==> config.mk <==
export PLATFORM = sky130hd
export DESIGN_NAME = gpio_irq_ctrl
export DESIGN_NICKNAME = d
export VERILOG_FILES = /design/src/rtl/gpio_irq_ctrl.sv
export SDC_FILE = /design/constraint.sdc
export NUM_CORES = 1
export LEC_CHECK = 0
export BUFFER_PORTS_ARGS = -buffer_cell sky130_fd_sc_hd__buf_2
export CAP_MARGIN = 20
export CELL_PAD_IN_SITES_DETAIL_PLACEMENT = 2
export CELL_PAD_IN_SITES_GLOBAL_PLACEMENT = 2
export CORE_UTILIZATION = 32
export CTS_BUF_LIST = sky130_fd_sc_hd__clkbuf_16
export DETAILED_ROUTE_END_ITERATION = 10
export PLACE_DENSITY_LB_ADDON = 0.1
export SYNTH_ARGS = -nofsm -noshare
export SYNTH_HDL_FRONTEND = slang
export SYNTH_SLANG_ARGS = --single-unit
==> constraint.sdc <==
create_clock -name clk -period 1.2 [get_ports clk]
set_input_delay 0.18 -clock clk [delete_from_list [all_inputs] [get_ports clk]]
set_output_delay 0.18 -clock clk [all_outputs]
set_load 0.005 [all_outputs]
==> src/rtl/gpio_irq_ctrl.sv <==
// GPIO input conditioning and interrupt capture: per-pin 2-flop synchronizer,
// glitch filter, edge detection into sticky ISR flags, and a registered IRQ.
module gpio_irq_ctrl #(
  parameter int unsigned FILTER_LEN = 4
) (
  input  logic        clk,
  input  logic        rst_n,
  input  logic [31:0] gpio_in,
  input  logic [31:0] ier,
  input  logic [31:0] rier,
  input  logic [31:0] fier,
  input  logic [31:0] isr_clr,
  output logic [31:0] idr,
  output logic [31:0] isr,
  output logic        irq
);

  localparam int unsigned N_PINS = 32;
  localparam int unsigned CNT_W  = 4;
  localparam logic [CNT_W-1:0] CNT_LAST = CNT_W'(FILTER_LEN - 1);

  logic [N_PINS-1:0]            s1;
  logic [N_PINS-1:0]            s2;
  logic [N_PINS-1:0][CNT_W-1:0] cnt;
  logic [N_PINS-1:0][CNT_W-1:0] cnt_nxt;
  logic [N_PINS-1:0]            idr_nxt;
  logic [N_PINS-1:0]            rise;
  logic [N_PINS-1:0]            fall;
  logic [N_PINS-1:0]            isr_nxt;

  // Filter: a pin must differ from idr for FILTER_LEN consecutive edges before it is accepted.
  always_comb begin
    idr_nxt = idr;
    cnt_nxt = '0;
    for (int i = 0; i < int'(N_PINS); i++) begin
      if (s2[i] != idr[i]) begin
        if (cnt[i] >= CNT_LAST) begin
          idr_nxt[i] = s2[i];
        end else begin
          cnt_nxt[i] = cnt[i] + CNT_W'(1);
        end
      end
    end
  end

  // A set event in the same cycle as a clear keeps the flag set.
  always_comb begin
    rise    = idr_nxt & ~idr;
    fall    = ~idr_nxt & idr;
    isr_nxt = (rise & rier) | (fall & fier) | (isr & ~isr_clr);
  end

  always_ff @(posedge clk or negedge rst_n) begin
    if (!rst_n) begin
      s1  <= '0;
      s2  <= '0;
      cnt <= '0;
      idr <= '0;
      isr <= '0;
      irq <= 1'b0;
    end else begin
      s1  <= gpio_in;
      s2  <= s1;
      cnt <= cnt_nxt;
      idr <= idr_nxt;
      isr <= isr_nxt;
      irq <= |(isr & ier);
    end
  end

endmodule

==> metrics.md, run 1 <==
| Metric | Value |
|---|---|
| Fin Hold WS | slightly above 0.02 ns |
| DRT Wirelength | ~32000 um |
| Post-synth top area share | 70.2% |
| Crit path max fanout | 2 |
| R2r worst-path depth | 3 |
| Slew Viols, Final | 0 |
| Post-layout util | 54.5% |
| Die area | 0.0293 mm^2 |
| Initial antenna violation count | 2 |
| Setup WS pre-CTS | -0.332 ns |
| CP Launch Type | flop |
| Hold Crit Class | primary input to flop |
| Placed cell areas | about 0.012 mm^2 |
| Fillcell total | 2670 |
| Ys async rst share | 100% |
| CP max stage delay | ~0.54 ns |
| Clk Latency, worst-skew pair | approximately 0.54 ns |
| Vias per Instance | 4.51 |
| Post-synth EDFFs | 0 |
| Num CTS Buffers | 30 |
| Antenna violation net count after detailed routing | 0 |
| Most used DFF post-synth | dfrtp_1 |
| Highest-delay cell along the critical path | or4_1 |
| CTS sink cnt | 257 |
| Fraction of layout cells with a size suffix above 1 | 44.1% |
| Vias in the first global route | 8577 |
| Worst path arrival time | just under 2 ns |
| Detailed Place HPWL | 17300 um |
| I/O Buffers | 226 |
| Num rows | approximately 60 |
| Remaining DRCs | 0 |
| Period utilization | 127% |
| Sequential share of the synthesized area | between 70% and 80% |
| 1st-iter DRT viols | 245 |
| Leak | 7.49 nW |
| Worst path required time | 1.61 ns |
| Gpl congestion | between 0.7 and 0.8 |
| RSZ-0062 raised after global routing | true |
| Worst setup margin | -0.322 ns |
| Die width | 171 um |
| Critical path class | flop to flop |
| YS warnings | 0 |
| First-pass GRT wire length | about 46000 um |
| Mapped Area | slightly above 0.009 mm^2 |
| Flop2flop setup slack | -0.32 ns |
| CTS H-tree depth | 1 |
| Clk root buf | clkbuf_16 |
| Peak Freq | around 0.66 GHz |
| # setup viols final | 79 |
| Largest area contributor in the netlist | dfrtp_1 |
| Gr ovfl total | 0 |
| Status | finished, violations left |
| Chip height | roughly 170 um |
| Final setup skew | 0.00970 ns |
| Failing checks | negative setup slack |
| Crit path time final | around 1.5 ns |
| Hold Crit Depth | 4 |
| CP cell instances | a22oi_2 > nand4_1 > or4_1 |
| Largest net degree at the start of global routing | 54 |
| Initial Utilization | 32.8% |
| Via Count | approximately 7300 |
| P per Cell Area | 1460 mW/mm^2 |
| Area grow syn2layout | 66.1% |
| Worst-path clk slew | roughly 0.06 ns |
| GRT Util Overall | about a fifth |
| # IOs | around 230 |
| Area of the core | approximately 0.028 mm^2 |
| Post-Synthesis Cells | 663 |
| Final Hold Fails | 0 |
| Worst setup EP type | flop |
| DR pass1 iterations | 4 |
| Wirelength per Cell | 19.6 um |
| Final Cell Area | 0.0152 mm^2 |
| Cell variety after synth | 17 |
| Syn avg cell area | 13.8 um^2 |
| Number of synthesized register bits | between 200 and 300 |
| Final-stage net count | 1417 |
| CTS tree | built |
| MaxCap Viol Count | 0 |
| Max Root-Sink Buffers | 3 |
| Top post-synthesis cells by area | dfrtp_1, ha_1, mux2_2 |
| VDD IR max | 1010 uV |
## registers in the layout (all words and copies together), names as in the netlist
name / count
irq: 1
cnt: 128
s2: 32
idr: 32
isr: 32
s1: 32
## metal layers
| layer | global-route usage (%) | share of wire (%) | vias to the layer above |
|---|---|---|---|
| li1 | - | - | 3356 |
| met1 | 22.6 | 37 | 3762 |
| met2 | 40.0 | 57 | 166 |
| met3 | 3.36 | 3.8 | 46 |
| met4 | 5.28 | 2.3 | 0 |
| met5 | 0 | 0 | - |
## synth_stat cells (all sizes together), types with 16 or more instances
cell / count
and3: 32
nor2: 32
nand2: 64
nor3: 32
dfrtp: 257
ha: 32
nand3b: 32
o22ai: 32
inv: 32
o21a: 32
xor2: 32
a22oi: 16
mux2: 32
## path summary, 6_finish.rpt
path                           from       to
setup reg to reg             isr[2]      irq
min in group asynchronous     rst_n  cnt[43]
hold / removal             rier[19]  isr[19]
setup / recovery             isr[2]      irq
hold reg to reg              s1[14]   s2[14]
max in group asynchronous     rst_n   s1[16]
## area by class of cell
| cell class | count | area, um^2 | area share (%) |
|---|---|---|---|
| Antenna cell | 2 | 5.00 | 0.0329 |
| Clock buffer | 31 | 776 | 5.10 |
| Clock inverter | 25 | 238 | 1.56 |
| Inverter | 32 | 120 | 0.790 |
| Multi-Input combinational cell | 437 | 3600 | 23.7 |
| Sequential cell | 257 | 6440 | 42.3 |
| Tap cell | 378 | 473 | 3.11 |
| Timing Repair Buffer | 465 | 3560 | 23.4 |
## cell families (layout without fill, tap and decap cells)
family,Yosys count,after routing,synth area share (%)
flip-flops,257,257,70.2
AND/OR/NAND/NOR,197,197,10.8
AO/OA/AOI/OAI,80,80,6.23
adder cells (fa/ha/maj),32,32,4.37
XOR/XNOR,32,32,3.06
multiplexers,32,32,3.93
buffers and inverters,32,553,1.31
other,1,66,0.0409
## power breakdown
| part | switching, W | internal (W) | total, W | leakage [nW] |
|---|---|---|---|---|
| clock | 0.00365 | 0.00571 | 0.00937 | 0.510 |
| combinational | 0.00137 | 0.00186 | 0.00323 | 3.83 |
| sequential | 0.000459 | 0.00921 | 0.00966 | 3.15 |
## per-stage QoR
step                      total power (W)  TNS (ns)  instances
after global placement             0.0118    -0.723       1410
after global routing               0.0232    -10.83       1626
after detailed placement           0.0119     -1.42       1410
final                              0.0223     -6.76       1627
after floorplan                    0.0105    -0.140        726
after CTS                          0.0221     -8.14       1600
## worst max-delay path: cells and delay by family, from the launching register on
family / cells / cell delay (ns)
simple gates: 2 / 0.76
flops: 1 / 0.42
compound gates: 1 / 0.21
## cells in the final DEF (no fill, tap or decap)
cell type      Yosys  routed
dfrtp_2            0       8
nor2_2             0       3
clkinv_1           0       9
clkbuf_16          0      31
ha_4               0       4
nor3_4             0      32
nor2_1            32      27
clkinvlp_4         0       1
and3_1            32      31
buf_4              0     108
a22oi_2            2       8
buf_6              0      67
o22ai_4            0       1
conb_1             1      64
buf_12             0       5
ha_2               0      28
dlygate4sd3_1      0      91
nand4_1            4       4
nand3b_1          32      32
a22oi_1           14       8
xor2_1            32      27
nand2_4            0       3
o22ai_1           32      28
nand2_1           64      59
clkinv_2           0       7
mux2_4             0      32
o21a_1            32      32
nor2_4             0       2
or4_1              1       1
inv_1             32      35
xor2_2             0       5
buf_8              0       1
diode_2            0       2
bufinv_16          0       5
and3_4             0       1
buf_2              0     193
nand2_2            0       2
o22ai_2            0       3
dfrtp_1          257     249
## what timing repair did
| action | 4_1_cts | 5_1_grt |
|---|---|---|
| buffers inserted | 43 | 27 |
| pin swaps | 29 | 22 |
| cloned | 0 | 0 |
| hold buffers | 91 | 0 |
| gates resized for setup | 96 | 50 |
| hold endpoints to repair | 322 | 0 |
| setup endpoints to repair | 117 | 121 |
Note: power is estimated with default switching activity, not from simulation.
==> run 2, diff against run 1 <==
- PLACE_DENSITY: unset -> 0.82
- PLACE_DENSITY_LB_ADDON: 0.1 -> unset
- TNS_END_PERCENT: unset -> 50
==> run 2 against run 1 <==
  * Sequential power grew 0.4%
  * Clock-buffer cell count shrank 2
  * The run still ends with negative setup slack left
  * Fmax shrank 5.3%
  * Register-to-register slack lost 0.08 ns
  * Critical path type unchanged
  * Non-clock buffer count shrank 13
  * First-iteration DRC count shrank 7.3%
  * Clock power shrank 14%
  * Largest cell class unchanged
  * Die area is the same
  * Final cell count shrank 0.98%
  * Via count grew 3.0%
  * Combinational power grew 6%
==> metrics.md, run 2 (synthesis results as in run 1) <==
| Metric | Value |
|---|---|
| Final-stage net count | 1403 (-0.99%) |
| CTS H-tree depth | 1 (unchanged) |
| DR WL met2 | 23100 um (+28%) |
| CP cell instances | a22oi_1 > nand4_1 > or4_1 |
| 1st-iter DRT viols | 227 (-7.3%) |
| Hold path endpoint | irq |
| R2r worst-path depth | 3 (unchanged) |
| Chip height | 171 um (unchanged) |
| Routed wl met3 | 1720 um (+43%) |
| VDD IR max | 1420 uV (+40%) |
| Gpl congestion | 0.721 (+3.0%) |
| Worst setup EP type | flop |
| Crit path time final | 1.61 ns (+0.0846 ns) |
| Vias in the first global route | 8994 (+4.9%) |
| Clk Latency, worst-skew pair | 0.54 ns (about the same) |
| Fillcell total | 2688 (+0.67%) |
| Max Root-Sink Buffers | 3 (unchanged) |
| Critical path buffer and inverter count | 0 (unchanged) |
| Commonest non-fill, non-tap cell in the layout | dfrtp_1 |
| DR pass1 iterations | 6 (+2) |
| Antenna violation net count after detailed routing | 0 (unchanged) |
| # IOs | 227 (unchanged) |
| Flop2flop setup slack | -0.41 ns (-0.08 ns) |
| Largest net degree at the start of global routing | 59 (+9.3%) |
| CP Launch Type | flop |
| Via Count | 7552 (+3.0%) |
| Met1 wire length | 13300 um (+12%) |
| Die width | 171 um (unchanged) |
| Top reg by flops | cnt |
| CP max stage delay | 0.54 ns (about the same) |
| Crit path max fanout | 2 (unchanged) |
| Hold Crit Class | primary input to flop |
| Worst R2R End | irq |
| Top sig layer | met5 |
| GRT Util Overall | 23.7% (+3.2 points) |
| Reg2reg start | isr[21] |
| Final Hold Fails | 0 (unchanged) |
| Dpl cells | 1404 (-0.43%) |
| Area of the core | 0.0279 mm^2 (unchanged) |
| Setup TNS | -10.16 ns (-3.40 ns) |
| RSZ-0062 raised after global routing | true |
| MaxCap Viol Count | 0 (unchanged) |
| I/O Buffers | 226 (unchanged) |
| P per Cell Area | 1410 mW/mm^2 (-3.5%) |
| CP startpoint | isr[21] |
| Worst setup margin | -0.407 ns (-0.0846 ns) |
| Num rows | 61 (unchanged) |
| Num CTS Buffers | 29 (-3.3%) |
| Initial antenna violation count | 6 (+4) |
| Worst path arrival time | 2.00 ns (+0.07 ns) |
| Vias per Instance | 4.69 (+4.1%) |
| Highest-delay cell along the critical path | or4_1 |
| Final non-filler cell total | 1611 (-0.98%) |
| Leak | 7.38 nW (-1.5%) |
| Die area | 0.0293 mm^2 (unchanged) |
| Clk root buf | clkbuf_16 |
| # setup viols final | 133 (+68%) |
| Period utilization | 134% (+7.1 points) |
| Peak Freq | 0.622 GHz (-5.3%) |
| Slew Viols, Final | 0 (unchanged) |
| CTS tree | built |
| Failing checks | negative setup slack |
| Initial Utilization | 32.8% (unchanged) |
| Worst path required time | 1.59 ns (-0.02 ns) |
| Gr ovfl total | 0 (unchanged) |
| CTS sink cnt | 257 (unchanged) |
| Hold Startpoint | ier[17] |
| Worst-path clk slew | 0.06 ns (about the same) |
| CP top delay family | simple AND/OR/NAND/NOR gates |
| Wirelength per Cell | 24.4 um (+25%) |
| Detailed Place HPWL | 18900 um (+8.9%) |
| Most frequent cells in the layout | dfrtp_1, buf_2, buf_4 |
| Final setup skew | 0.0138 ns (+0.00406 ns) |
| Fraction of layout cells with a size suffix above 1 | 45.3% (+1.2 points) |
| Max FFs per register | 128 (unchanged) |
| First-pass GRT wire length | 51500 um (+12%) |
| Critical path class | flop to flop |
| Remaining DRCs | 0 (unchanged) |
| Status | finished, violations left |
| Post-layout util | 53.6% (-0.86 points) |
| Hold Crit Depth | 4 (unchanged) |
| Area grow syn2layout | 63.4% |
| DRT Wirelength | 39300 um (+23%) |
[run 2: changes by cell type in the layout (fill, tap and decap cells not counted), moves of 7 or more]
cell	change
o22ai_1	-7
o22ai_2	+7
buf_6	+7
ha_2	-9
dlygate4sd3_1	-16
[run 2: how the worst max path moves through the flow]
stage                to  slack [ns]  depth (start not counted)
CTS                 irq       -0.32                          3
global placement    irq       -0.30                          3
global route        irq       -0.45                          3
detailed placement  irq       -0.36                          3
floorplan           irq       -0.07                          3
finish              irq       -0.41                          3
[run 2: power by group]
group / switching (W) / internal (W)
registers: 0.000501 / 0.00920
logic: 0.00157 / 0.00185
clock network: 0.00369 / 0.00433
total: 0.00576 / 0.0154
[run 2: metrics by stage]
stage / setup WS, ns / instance area, um^2 / total power, W / hold slack (ns)
6_report: -0.407 / 15000 / 0.0211 / 0.0128
2_1_floorplan: -0.0719 / 9610 / 0.0104 / -0.116
3_5_place_dp: -0.360 / 11800 / 0.0118 / 0.0741
3_3_place_gp: -0.300 / 11800 / 0.0116 / 0.0735
5_1_grt: -0.446 / 15000 / 0.0219 / 0.0278
4_1_cts: -0.324 / 14100 / 0.0204 / -0.00630
[run 2: worst min-delay path: stages]
cell and delay [ns]:
buf_2 0.08, a22oi_1 0.07, nand4_1 0.07, or4_1 0.11
[run 2: metal layers]
metal / track usage, % / vias up
met3: 4.65 / 82
met2: 47.4 / 232
li1: - / 3324
met4: 8.70 / 2
met5: 0 / -
met1: 23.8 / 3912
[run 2: repair_timing]
item / 4_1_cts / 5_1_grt
buffers inserted: 43 / 47
hold buffers: 75 / 0
gates resized for setup: 78 / 149
endpoints found under the hold margin: 322 / 0
pin swaps: 9 / 54
setup endpoints to repair: 119 / 178
[run 2: layout make-up]
| class | instances | area (um^2) | area share, % |
|---|---|---|---|
| tap | 378 | 473 | 3.16 |
| sequential | 257 | 6440 | 43.0 |
| inverter | 32 | 120 | 0.802 |
| multi-input combinational | 437 | 3690 | 24.6 |
| clock buffer | 29 | 726 | 4.85 |
| antenna | 6 | 15.0 | 0.100 |
| timing repair buffer | 452 | 3420 | 22.8 |
| clock inverter | 20 | 85.1 | 0.568 |
